`src/rtl/rv_decode_unit_pkg.sv`:
```
// Shared opcode constants and control-field encodings for the RV32I-subset decode stage.
package rv_decode_unit_pkg;

    localparam logic [6:0] OP_LOAD   = 7'b0000011;
    localparam logic [6:0] OP_STORE  = 7'b0100011;
    localparam logic [6:0] OP_R      = 7'b0110011;
    localparam logic [6:0] OP_I      = 7'b0010011;
    localparam logic [6:0] OP_BRANCH = 7'b1100011;
    localparam logic [6:0] OP_JAL    = 7'b1101111;

    typedef enum logic [2:0] {
        ALU_ADD = 3'b000,
        ALU_SUB = 3'b001,
        ALU_AND = 3'b010,
        ALU_OR  = 3'b011,
        ALU_SLT = 3'b101
    } alu_ctrl_e;

    typedef enum logic [1:0] {
        IMM_I = 2'b00,
        IMM_S = 2'b01,
        IMM_B = 2'b10,
        IMM_J = 2'b11
    } imm_src_e;

    typedef enum logic [1:0] {
        RES_ALU = 2'b00,
        RES_MEM = 2'b01,
        RES_PC4 = 2'b10
    } result_src_e;

    // isSub is only ever true for R-type with funct7b5; I-type has no subi.
    function automatic alu_ctrl_e aluDecode(input logic [2:0] funct3, input logic isSub);
        case (funct3)
            3'b000:  return isSub ? ALU_SUB : ALU_ADD;
            3'b010:  return ALU_SLT;
            3'b110:  return ALU_OR;
            3'b111:  return ALU_AND;
            default: return ALU_ADD;
        endcase
    endfunction

endpackage

```
`src/rtl/rv_decode_unit_regfile.sv`:
```
// Register file with asynchronous reads, x0 hard-wired to zero and synchronous clear.
// Optional write-first bypass when RF_BYPASS_EN is defined.
module rv_regfile #(
    parameter int unsigned XLEN  = 32,
    parameter int unsigned NREGS = 32,
    parameter int unsigned AW    = 5
) (
    input  logic            clk,
    input  logic            rst,
    input  logic [AW-1:0]   A1,
    input  logic [AW-1:0]   A2,
    input  logic [AW-1:0]   A3,
    input  logic            WE3,
    input  logic [XLEN-1:0] WD3,
    output logic [XLEN-1:0] RD1,
    output logic [XLEN-1:0] RD2
);

    logic [XLEN-1:0] regs [NREGS];
    logic            writeValid;
    logic            bypass1;
    logic            bypass2;

    assign writeValid = WE3 && (A3 != '0);

    always_ff @(posedge clk) begin
        if (rst) begin
            for (int unsigned i = 0; i < NREGS; i++) begin
                regs[i] <= '0;
            end
        end else if (writeValid) begin
            regs[A3] <= WD3;
        end
    end

`ifdef RF_BYPASS_EN
    assign bypass1 = !rst && writeValid && (A3 == A1);
    assign bypass2 = !rst && writeValid && (A3 == A2);
`else
    assign bypass1 = 1'b0;
    assign bypass2 = 1'b0;
`endif

    assign RD1 = (A1 == '0) ? '0 : (bypass1 ? WD3 : regs[A1]);
    assign RD2 = (A2 == '0) ? '0 : (bypass2 ? WD3 : regs[A2]);

endmodule

```
`src/rtl/rv_decode_unit.sv`:
```
// Decode stage: instruction decoder, immediate extender and 32x32 register file.
// Define RF_BYPASS_EN to forward same-cycle writeback data to the read ports.
module rv_decode_unit
    import rv_decode_unit_pkg::*;
#(
    parameter int unsigned XLEN  = 32,
    parameter int unsigned NREGS = 32
) (
    input  logic            clk,
    input  logic            rst,
    input  logic [31:0]     Instr,
    input  logic            WE3,
    input  logic [4:0]      A3,
    input  logic [XLEN-1:0] WD3,
    output logic [XLEN-1:0] RD1,
    output logic [XLEN-1:0] RD2,
    output logic [4:0]      Rs1,
    output logic [4:0]      Rs2,
    output logic [4:0]      Rd,
    output logic [XLEN-1:0] ImmExt,
    output logic            RegWrite,
    output logic            MemWrite,
    output logic            Jump,
    output logic            Branch,
    output logic            ALUSrc,
    output logic [1:0]      ResultSrc,
    output logic [2:0]      ALUControl,
    output logic [1:0]      ImmSrc,
    output logic            ByteAddress,
    output logic            ReadEnable
);

    logic [6:0]  opcode;
    logic [2:0]  funct3;
    logic        funct7b5;
    logic [24:0] inp;
    logic        sgn;
    alu_ctrl_e   aluCtrl;
    imm_src_e    immSel;
    result_src_e resSel;

    assign opcode   = Instr[6:0];
    assign funct3   = Instr[14:12];
    assign funct7b5 = Instr[30];
    assign inp      = Instr[31:7];
    assign sgn      = inp[24];

    assign Rs1 = Instr[19:15];
    assign Rs2 = Instr[24:20];
    assign Rd  = Instr[11:7];

    always_comb begin
        RegWrite    = 1'b0;
        MemWrite    = 1'b0;
        Jump        = 1'b0;
        Branch      = 1'b0;
        ALUSrc      = 1'b0;
        ReadEnable  = 1'b0;
        ByteAddress = 1'b0;
        resSel      = RES_ALU;
        immSel      = IMM_I;
        aluCtrl     = ALU_ADD;
        case (opcode)
            OP_LOAD: begin
                RegWrite    = 1'b1;
                ALUSrc      = 1'b1;
                resSel      = RES_MEM;
                ReadEnable  = 1'b1;
                ByteAddress = (funct3 == 3'b000);
            end
            OP_STORE: begin
                MemWrite    = 1'b1;
                immSel      = IMM_S;
                ALUSrc      = 1'b1;
                ByteAddress = (funct3 == 3'b000);
            end
            OP_R: begin
                RegWrite = 1'b1;
                aluCtrl  = aluDecode(funct3, funct7b5);
            end
            OP_I: begin
                RegWrite = 1'b1;
                ALUSrc   = 1'b1;
                aluCtrl  = aluDecode(funct3, 1'b0);
            end
            OP_BRANCH: begin
                Branch  = 1'b1;
                immSel  = IMM_B;
                aluCtrl = ALU_SUB;
            end
            OP_JAL: begin
                RegWrite = 1'b1;
                Jump     = 1'b1;
                immSel   = IMM_J;
                resSel   = RES_PC4;
            end
            default: ;
        endcase
    end

    assign ALUControl = aluCtrl;
    assign ImmSrc     = immSel;
    assign ResultSrc  = resSel;

    always_comb begin
        case (immSel)
            IMM_S:   ImmExt = {{(XLEN-12){sgn}}, inp[24:18], inp[4:0]};
            IMM_B:   ImmExt = {{(XLEN-12){sgn}}, inp[0], inp[23:18], inp[4:1], 1'b0};
            IMM_J:   ImmExt = {{(XLEN-20){sgn}}, inp[12:5], inp[13], inp[23:14], 1'b0};
            default: ImmExt = {{(XLEN-12){sgn}}, inp[24:13]};
        endcase
    end

    rv_regfile #(
        .XLEN (XLEN),
        .NREGS(NREGS),
        .AW   (5)
    ) uRegfile (
        .clk(clk),
        .rst(rst),
        .A1 (Rs1),
        .A2 (Rs2),
        .A3 (A3),
        .WE3(WE3),
        .WD3(WD3),
        .RD1(RD1),
        .RD2(RD2)
    );

endmodule

```
`config.mk`:
```
export PLATFORM = sky130hd
export DESIGN_NAME = rv_decode_unit
export DESIGN_NICKNAME = d
export VERILOG_FILES = /design/src/rtl/rv_decode_unit_pkg.sv /design/src/rtl/rv_decode_unit_regfile.sv /design/src/rtl/rv_decode_unit.sv
export SDC_FILE = /design/constraint.sdc
export NUM_CORES = 2
export LEC_CHECK = 0
export BUFFER_PORTS_ARGS = -buffer_cell sky130_fd_sc_hd__buf_2
export CORE_MARGIN = 2
export CORE_UTILIZATION = 35
export CTS_CLUSTER_SIZE = 14
export DETAILED_ROUTE_END_ITERATION = 7
export PLACE_DENSITY = 0.54
export SLEW_MARGIN = 20
export SYNTH_ARGS = -nofsm -noshare
export SYNTH_HDL_FRONTEND = slang
export SYNTH_SLANG_ARGS = --single-unit
export TNS_END_PERCENT = 5
```
`constraint.sdc`:
```
create_clock -name clk -period 3.5 [get_ports clk]
set_clock_uncertainty 0.1 [all_clocks]
set_input_delay 0.7 -clock clk [delete_from_list [all_inputs] [get_ports clk]]
set_output_delay 0.7 -clock clk [all_outputs]
set_load 0.005 [all_outputs]
```
# == After elaboration in Yosys (flattened, before gate mapping) ==
# Memories as Yosys holds them, arrays and structs flattened.
# Cells that the tools add are included.
# W data, S select, Z words.
# totals
ram_bits,1024
n_memories,1
regBits,0
out_inout_bits,125
wordCells,46
input_bits,72
# op_classes
reduce_logical,9
eq_ne,12
n_mux,24
# memory_table
memory,depth,width,rd,rd_ports_with_merged_regs,wr,line_no,text
uRegfile.regs,32,32,2,0,32,rv_decode_unit_regfile.sv:19,logic [XLEN-1:0] regs [NREGS];
# ops
cell,n
$mux W32,3
$pmux W20 S3,1
$reduce_or A32 Y1,1
$pmux W3 S3,2
$eq A7 B6 Y1 const B,2
$eq A7 B7 Y1 const B,2
$mux W1,14
$pmux W3 S4,1
$logic_not A5 Y1,2
$eq A7 B2 Y1 const B,1
$eq A7 B5 Y1 const B,1
$eq A3 B3 Y1 const B,2
$pmux W2 S3,1
$mux W5,1
$reduce_bool A5 Y1,1
$eq A2 B2 Y1 const B,2
$pmux W2 S2,1
$reduce_or A4 Y1,1
$eq A3 B2 Y1 const B,1
$logic_not A3 Y1,1
$reduce_or A3 Y1,1
$eq A2 B1 Y1 const B,1
$reduce_or A2 Y1,1
$logic_and A1 B1 Y1,1

# == Longest topological paths before layout ==
# logic_depth
depth_word,7
depth_mapped,9
ltp_nobuf,6

# == By module ==
# A second synthesis with hierarchy kept.
# unflattened
cells_unflattened,3590
area_unflattened_um2,54850.1
# by_module_without_submodules
module,seq_area_each_um2,area_each_um2,n_inst,cells_per_inst
rv_regfile,30749.5,54232.0,1,3502
rv_decode_unit,0.0,618.1,1,88

# == Least setup slack after synthesis ==
# No wires, ideal clock.
# synth_timing
kind,input-to-output
from,in Instr[15]
to,out RD1[1]
required_time_ns,2.700
path_stages,6
arrival_ns,2.235
n_path_buf,3
setup_slack_ns,0.465
path_cell_list,buf_6 -> buf_6 -> buf_2 -> mux4_2 -> a2111oi_2 -> nor3_1
# synth_via
elab_chain_cells,2
elab_cells_between_ends,3
classes_between,1 x mux; 1 x reduce/logical; 1 x memory
# synth_rtl
item,line_no,text
start: declaration,rv_decode_unit.sv:11,"input logic [31:0] Instr,"
$mem_v2 Z32 W32 / $logic_not A5 Y1 (equally long branches),-,
$mux W32 (*),rv_decode_unit_regfile.sv:44,assign RD1 = (A1 == '0) ? '0 : (bypass1 ? WD3 : regs[A1]);
end: declaration,rv_decode_unit.sv:15,"output logic [XLEN-1:0] RD1,"
# Every way passes the cells marked *; elsewhere a longest branch is shown, timed or not.

# == Worst setup path in the final report ==
# layout_timing
from,in Instr[21]
to,out RD2[12]
# layout_via
elab_chain_cells,2
elab_cells_between_ends,3
classes_between,1 x mux; 1 x reduce/logical; 1 x memory
# layout_rtl
item,line_no,text
$mem_v2 Z32 W32 / $logic_not A5 Y1 (equally long branches),-,
$mux W32 (*),rv_decode_unit_regfile.sv:45,assign RD2 = (A2 == '0) ? '0 : (bypass2 ? WD3 : regs[A2]);
end: declaration,rv_decode_unit.sv:16,"output logic [XLEN-1:0] RD2,"
# Marked as above.

==> reports/metrics.csv <==
stage,metric,value,unit
timing,post-route-min-period,3.56,ns
floorplan,core_area,0.157,mm²
timing,fin_crit_sh,1.02,
final_layout,final_nets,4333,
timing,holdWs,0.448,ns
setup_path,slowest_delay,0.51,ns
floorplan,fp.dieW,402,µm
final_layout,utilization,0.423,
clock_network,numCtsBuffers,111,
final_layout,area_delta_synth_final,19.5,%
timing,drv_slew,0,
yosys,synth_edf_count,1024,
clock_network,cts_sinks,1024,
final_layout,top_register,uRegfile.regs,
route,routedWlPerCell,31.0,µm
pwr,p_seq_frac,0.483,
placed_design,hpwl,132000,µm
yosys,ys_ff_latch,1024,
yosys,ys.flop_type,edfxtp_1,
route,dr_total_vias,36600,
yosys,synth_cell_types,45,
floorplan,ios,197,
global_routing,grt_antenna_before_repair,22,
floorplan,initial_core_util,0.354,
setup_path,crit_chain,buf_16 > buf_4 > mux4_2 > mux2_2 > o21ai_0 > nor4_2 > buf_2,
global_routing,grt_pass1_vias,37200,
floorplan,row_count,145,
route,antenna_left,0,
yosys,synth_top_area_frac,0.555,
global_routing,grt.overflow.total,0,
setup_path,critPathLaunchType,input port,
hold_path,hold_class,in -> reg,
yosys,yosysTopAreaCell,edfxtp_1,
final_layout,layout_common_cells,"edfxtp_1 (1,024), and2_1 (993), buf_4 (408), mux4_2 (345), mux2i_1 (334)",
setup_path,cp-end-kind,output port,
route,dr.pass1.iters,5,
pwr,p_int,22.3,mW
route,drtIter0Drc,4020,
timing,setup_viol,11,
timing,hold_viol_final,0,
route,drc,0,
clock_network,cts-root-buf,clkbuf_16,
final_layout,fin_cells,6411,
clock_network,htree_levels,3,
timing,tightestPinTransition,0.946,ns
clock_network,hold_buffers,0,
placed_design,io_buffer_count,186,
status,failed_checks,setup timing,
floorplan,dieArea,0.161,mm²
placed_design,dp_cells,6188,
setup_path,critPathKind,in -> out,
pwr,pwr-share-comb,0.140,
yosys,synthArstFlopShare,0,
clock_network,cts_buffer_depth,3,
setup_path,critPathSlowestCell,mux4_2,
final_layout,layout_commonest_cell,edfxtp_1,
yosys,avgSynthCellArea,14.3,µm²
setup_path,cp_max_fo,19,
pwr,peakVddDrop,391,µV
route,routed_via_density,5.70,
timing,setup_slack,-0.0645,ns
global_routing,grt_pass1_wl,279000,µm
setup_path,crit_arrival,2.76,ns
pwr,clockPowerShare,0.376,
final_layout,finalInstanceArea,0.0662,mm²
clock_network,cts_tree,built,
setup_path,cp_data_required_time,2.70,ns
timing,rsz0062_at_grt,true,
timing,fmax,281,MHz
route,wirelength,199000,µm
final_layout,drive_above_1_share,0.320,
yosys,postSynthCellCount,3873,
timing,max-slew-margin-rel,0.369,
placed_design,gp_congestion,0.860,
pwr,netSwitchingPower,7.77,mW
yosys,netlist_area,0.0554,mm²
yosys,synthTopCellsByArea,"edfxtp_1 (56%), mux4_2 (14%), and2_1 (11%)",
pwr,p_leak,24.0,nW
status,outcome,finished with violations,
global_routing,grt_max_degree,48,
pwr,total_power,30.1,mW
yosys,seq_area_frac_synth,0.555,
pwr,p_per_area,455,mW/mm²
yosys,ys_warn_count,0,
clock_network,clk_pin_slew_worst_paths,0.06,ns
pwr,swShare,0.258,
global_routing,grt_usage,0.242,
run,drv_cap,0,
final_layout,largest_register_ffs,1024,
floorplan,die_height,402,µm
placed_design,place_area,0.0619,mm²
final_layout,top_regs,uRegfile.regs: 1024 flops,
logic make-up after synthesis:
group,after synthesis,synth area share
flip-flops,1024,0.555
multiplexers,714,0.208
AO/OA/AOI/OAI,430,0.0593
buffers and inverters,453,0.0391
other,1,0.0000677
AND/OR/NAND/NOR,1251,0.138
worst max-delay path: cells and delay by family:
family | cells | cell delay (ns)
AOI/OAI and AO/OA | 1 | 0.39
buffers and inverters | 3 | 0.64
muxes | 2 | 0.80
and+or+nand+nor | 1 | 0.18
per-layer routing:
layer,up-vias,GRT usage,part of all wire
li1,15500,-,-
met5,-,0,0.00061
met3,305,0.0491,0.085
met4,22,0.0810,0.035
met1,19100,0.331,0.42
met2,1626,0.384,0.46
through the flow:
step,TNS (ns),setup slack (ns)
after floorplan,0,0.465
after global placement,-6.99,-0.762
after detailed placement,-6.62,-0.615
after CTS,-0.548,-0.0693
after global routing,-1.06,-0.0497
final,-0.261,-0.0645
cell usage after synthesis (2+ instances only):
master / instances
or3_1: 7
mux2_2: 34
nand2_1: 35
mux4_2: 345
o21ai_0: 36
nor3b_1: 2
nand4_1: 2
nand2b_1: 6
a22oi_1: 105
nor3_2: 3
inv_1: 2
nor2b_1: 51
buf_6: 28
or3b_2: 3
nor4_1: 33
edfxtp_1: 1024
or2_2: 33
nor3_1: 37
a21oi_1: 52
a22o_1: 62
nand3_1: 2
nand4b_1: 3
a211oi_1: 77
nand3b_1: 3
o221ai_1: 31
mux2i_1: 335
buf_1: 13
a2111oi_2: 25
clkbuf_1: 306
and2_1: 995
o22ai_1: 32
buf_2: 54
a2111oi_0: 6
buf_4: 49
nor2_1: 32
repair_timing:
item,4_1_cts,5_1_grt
setup endpoints to repair,61,53
pin swaps,5,5
resized for setup,70,56
cloned,0,3
buffers inserted,0,15
power by group through the flow:
stage          clock network [mW]  registers (mW)  logic (mW)
6_report                     11.3            14.6        4.23
5_1_grt                      11.9            14.6        4.41
4_1_cts                      11.5            14.5        4.13
3_5_place_dp                    0            14.8        4.04
3_3_place_gp                    0            14.8        4.03
2_1_floorplan                   0            14.6        2.21
path summary, 6_finish.rpt:
check                          endpoint  startpoint  cells after the start  slack [ns]
hold / removal    uRegfile.regs[23][15]         rst                      2        0.45
setup / recovery                RD2[12]   Instr[21]                      7       -0.06
area by class of cell:
class                      instances  area (µm²)
antenna                            7        17.5
clock buffer                     138        2940
clock inverter                    60         438
fill                           14200       90400
inverter                           3        11.3
multi-input combinational       2427       23400
sequential                      1024       30700
tap                             2058        2570
timing repair buffer             694        6040
No activity file was read; power rests on OpenSTA's default activity.
